[src/rtl/alu_arbiter.sv]
// Round-robin arbiter sharing one registered ALU between two valid/ready requesters.
// Define CALC_ARB_FIXED_PRIO_EN for fixed priority (requester 0 wins ties) instead of round-robin.
module alu_arbiter #(
    parameter int NUM_W   = 16,
    parameter int OP_W    = 4,
    parameter int LATENCY = 1
) (
    input  logic             clk_i,
    input  logic             rst_ni,
    input  logic [1:0]       req_valid_i,
    output logic [1:0]       req_ready_o,
    input  logic [NUM_W-1:0] req0_left_i,
    input  logic [NUM_W-1:0] req0_right_i,
    input  logic [OP_W-1:0]  req0_op_i,
    input  logic [NUM_W-1:0] req1_left_i,
    input  logic [NUM_W-1:0] req1_right_i,
    input  logic [OP_W-1:0]  req1_op_i,
    output logic [1:0]       rsp_valid_o,
    output logic [NUM_W-1:0] rsp_result_o,
    output logic [NUM_W-1:0] alu_left_o,
    output logic [NUM_W-1:0] alu_right_o,
    output logic [OP_W-1:0]  alu_op_o,
    input  logic [NUM_W-1:0] alu_result_i,
    output logic             busy_o
);

    localparam int CNT_W = (LATENCY > 1) ? $clog2(LATENCY + 1) : 1;

    if (LATENCY < 1) begin : g_lat_chk
        $error("alu_arbiter: LATENCY must be >= 1");
    end

    typedef struct packed {
        logic [NUM_W-1:0] left;
        logic [NUM_W-1:0] right;
        logic [OP_W-1:0]  op;
    } req_t;

    typedef enum logic [1:0] {IDLE, WAIT, RESP} state_t;

    state_t           state_q, state_d;
    req_t [1:0]       req;
    req_t             lat_q;
    logic [NUM_W-1:0] res_q;
    logic [CNT_W-1:0] cnt_q;
    logic             last_grant_q;
    logic [1:0]       grant;

    assign req[0] = {req0_left_i, req0_right_i, req0_op_i};
    assign req[1] = {req1_left_i, req1_right_i, req1_op_i};

    // grant is only ever non-zero in IDLE, and is a subset of req_valid_i,
    // so |grant is exactly the transfer condition.
    always_comb begin
        state_d = state_q;
        grant   = 2'b00;
        unique case (state_q)
            IDLE: begin
                unique case (req_valid_i)
                    2'b01:   grant = 2'b01;
                    2'b10:   grant = 2'b10;
`ifdef CALC_ARB_FIXED_PRIO_EN
                    2'b11:   grant = 2'b01;
`else
                    2'b11:   grant = last_grant_q ? 2'b01 : 2'b10;
`endif
                    default: grant = 2'b00;
                endcase
                if (|grant) state_d = WAIT;
            end
            WAIT:    if (cnt_q == '0) state_d = RESP;
            RESP:    state_d = IDLE;
            default: state_d = IDLE;
        endcase
    end

    always_ff @(posedge clk_i or negedge rst_ni) begin
        if (!rst_ni) begin
            state_q      <= IDLE;
            last_grant_q <= 1'b1;
            lat_q        <= '0;
            res_q        <= '0;
            cnt_q        <= '0;
        end else begin
            state_q <= state_d;
            unique case (state_q)
                IDLE: begin
                    if (|grant) begin
                        last_grant_q <= grant[1];
                        lat_q        <= grant[1] ? req[1] : req[0];
                        cnt_q        <= CNT_W'(LATENCY - 1);
                    end
                end
                WAIT: begin
                    if (cnt_q == '0) res_q <= alu_result_i;
                    else             cnt_q <= cnt_q - CNT_W'(1);
                end
                default: ;
            endcase
        end
    end

    // Reset gates ready so every output reads 0 while rst_ni is low.
    assign req_ready_o  = rst_ni ? grant : 2'b00;
    assign busy_o       = (state_q != IDLE);
    assign alu_left_o   = busy_o ? lat_q.left  : '0;
    assign alu_right_o  = busy_o ? lat_q.right : '0;
    assign alu_op_o     = busy_o ? lat_q.op    : '0;
    assign rsp_result_o = res_q;

    always_comb begin
        rsp_valid_o = 2'b00;
        if (state_q == RESP) rsp_valid_o[last_grant_q] = 1'b1;
    end

endmodule
[config.mk]
export PLATFORM = sky130hd
export DESIGN_NAME = alu_arbiter
export DESIGN_NICKNAME = d
export VERILOG_FILES = /design/src/rtl/alu_arbiter.sv
export SDC_FILE = /design/constraint.sdc
export NUM_CORES = 1
export LEC_CHECK = 0
export ABC_AREA = 1
export CORE_ASPECT_RATIO = 0.7
export CORE_MARGIN = 10
export CORE_UTILIZATION = 45
export CTS_BUF_LIST = sky130_fd_sc_hd__clkbuf_8
export DETAILED_ROUTE_END_ITERATION = 6
export DONT_BUFFER_PORTS = 1
export GPL_ROUTABILITY_DRIVEN = 0
export PLACE_DENSITY = 0.65
export SETUP_SLACK_MARGIN = 0.02
export SLEW_MARGIN = 10
export SYNTH_ARGS = -nofsm -noshare
export SYNTH_HDL_FRONTEND = slang
export SYNTH_SLANG_ARGS = --single-unit
[constraint.sdc]
create_clock -name clk_i -period 3.89 [get_ports clk_i]
set_input_delay 0.778 -clock clk_i [delete_from_list [all_inputs] [get_ports clk_i]]
set_output_delay 0.778 -clock clk_i [all_outputs]
set_load 0.01 [all_outputs]
==> results.md <==
- Status: finished, final reports clean
- RSZ-0062 raised after global routing: no
- Mux contribution to synthesized area: 0%
- # port buffers: 0
- GR Util met3: 5.56%
- Initial antenna violation count: 0
- Via total after detailed routing: 2634
- TritonCTS Buffers: 5
- Clock power frac: a little over an eighth
- CTS resizes: 0
- CP Data Arrival Time: around 2.1 ns
- Starting density of the core: 46.7%
- Post-place setup slack: 1.14 ns
- Core area: between 6000 and 7000 um^2
- WL per Instance: 15.4 um
- Crit. End Element: output port
- Largest family of logic cells by synthesized area: simple AND/OR/NAND/NOR gates
- Number of antenna diodes: 0
- Antenna viol nets, final: 0
- Sw power: between 1 and 1.5 mW
- Logic pwr share: roughly 44%
- Sequential share of power: ~43%
- # Post-CTS Setup Buffers: 0
- Setup slack, reg-to-reg: between 1.5 and 2 ns
- Vias in the first global route: roughly 2.7k
- Non-filler cells, final: between 500 and 600
- Critical Path RT: just over 3 ns
- Max_cap viols: 0
- Primary FF master, synth: dfrtp_1
- DR vias/cell: between 4 and 5
- Distinct cells, synth: 19
- FF+latch count, synth: 55
- Root Buffer: clkbuf_8
- Area of placed instances: 3160 um^2
- GRT Resource Usage Total: ~15%
- Global route overflow: 0
- Worst slew pin tran: 0.638 ns
- Area Growth Syn to Fin: 2.32%
- Setup TNS: 0 ns
- Die Y: between 90 and 100 um
- Largest net degree at the start of global routing: 57
- Most frequent cells in the layout: nand2_1, inv_1, nand3_1
- Initial drt markers: about 190
- Clock skew: about 0.011 ns
- Layout cell share with drive strength beyond 1: around 6.6%
- Die width: around 120 um
- Peak Freq: 349 MHz
- XOR/XNOR share of the synthesized area: 0%
- CP Class: flip-flop to output port
- DP HPWL: about 6.2 mm
- TritonCTS Sinks: 55
- Drt total wl: between 8 and 9 mm
- Slack of the critical path: slightly above 1 ns
- Simple-gate share of the synthesized area: approximately 38%
- Crit Path Max Fanout: 37
- H-Tree Depth: 2
- Synth Area in Compound Gates: less than 1%
- Clock Path Buffers: 2
- Hold Buf Count CTS: 0
- Synth Area in Adders: 0%
- Clk Latency, worst-skew pair: approximately 0.3 ns
- Cells after Synth: around 470
- Post-Syn Area per Cell: approximately 6.8 um^2
- Drt first pass iters: 5
- Placed Instances: roughly 540
- VDD IR max: approximately 0.00031 V
- Synthesis Warnings: 0
- GR Util met2: around a quarter
- Post-synth EDFFs: 0
- RR Endpoint: lat_q[13]
- First-pass GRT wire length: 13.6 mm
- Die area: roughly 11000 um^2
- Leakage: around 2.0 nW
- # rows: 25
- Final Hold Vio Count: 0
- Worst Setup SP: last_grant_q
- Rel. slew slack: a little under three fifths
- Sequential-to-total area share from yosys stat: a little over two fifths
- Syn Nets: roughly 560
- Internal power: approximately 1.3 mW
- Nets@finish: about 550
- Clock slew at reported path FFs: roughly 0.1 ns
- RR Startpoint: last_grant_q
- Mapped cell area: around 3200 um^2
- Ports: 149
- Commonest non-fill, non-tap cell in the layout: nand2_1
- Crit path time final: between 2 and 3 ns
- Async S/R FF share, synth: 100%
- Cells on worst reg2reg path: 7
- Finish-stage setup viols: 0
- Net Sw Frac: a little under half
- CTS tree: yes
- DR DRC count: 0
- Tcrit/Tclk final: about three quarters
- Final Cell Area: ~3300 um^2
- Worst min path class: primary input to asynchronous set/reset pin
- Fin. max-slew vios: 0
- Power Dens Cells: just under 800 nW/um^2
- CP startpoint kind: flip-flop
- GRT busiest layer: met2
- Global routing met1 resource utilization: a little under a fifth
per-stage QoR:
step                power (mW)  utilization [%]  hold slack, ns
finish                    2.52             47.8           0.163
global route              2.77             47.8           0.132
CTS                       2.56             47.8           0.152
detailed placement        2.22             46.3           0.466
global placement          2.19             46.3           0.462
floorplan                 2.02                -           0.449
cells by family after synthesis:
group,Yosys count
flip-flops,55
AO/OA/AOI/OAI,1
AND/OR/NAND/NOR,275
buffers and inverters,138
cell usage after synthesis, types with 2 or more instances:
| library cell | instances | share of area (%) |
|---|---|---|
| buf_4 | 4 | 0.94 |
| inv_2 | 5 | 0.59 |
| nand3_1 | 62 | 9.7 |
| buf_2 | 13 | 2.0 |
| inv_1 | 109 | 13 |
| buf_6 | 4 | 1.4 |
| nand3_2 | 10 | 3.1 |
| nor2_1 | 37 | 4.4 |
| nand2_4 | 2 | 0.71 |
| nor3_1 | 3 | 0.47 |
| dfrtp_1 | 54 | 42 |
| nand2_1 | 159 | 19 |
sequential cells by signal (all words and copies together), names as in the netlist:
signal,cells
lat_q,36
last_grant_q,1
state_q,2
rsp_result_o,16
power by group through the flow:
stage | combinational (mW) | clock, mW | sequential, mW
after floorplan | 0.991 | 0 | 1.03
after global placement | 1.11 | 0 | 1.08
after detailed placement | 1.13 | 0 | 1.08
after CTS | 1.14 | 0.350 | 1.08
after global routing | 1.28 | 0.378 | 1.11
final | 1.11 | 0.336 | 1.07
worst max-delay path, cell delays in order (launching register included):
cell     delay (ns)
dfstp_2        0.54
inv_2          0.06
nand2_4        0.30
nand2_1        0.43
nor3_1         0.29
buf_4          0.17
worst max-delay path by stage:
stage,end,slack (ns),cells after the start
after detailed placement,req_ready_o[0],1.14,4
after CTS,req_ready_o[0],0.99,5
final,req_ready_o[0],1.02,5
after floorplan,req_ready_o[1],1.69,5
after global routing,req_ready_o[0],0.82,5
after global placement,req_ready_o[0],1.21,4
area by class of cell:
type	count	area (um^2)
clock buffer	7	96.3
clock inverter	1	3.75
fill	726	3560
inverter	115	434
multi-input combinational	276	1210
sequential	55	1380
tap	94	118
timing repair buffer	2	15.0
layer usage:
metal / up-vias / share of wire (%) / routed length, um
met5: - / 0 / 0
met4: 0 / 0.47 / 40
met3: 2 / 9.1 / 769
met2: 106 / 47 / 4010
met1: 1199 / 43 / 3670
li1: 1327 / - / -
Power figures use the tool's default switching activity.
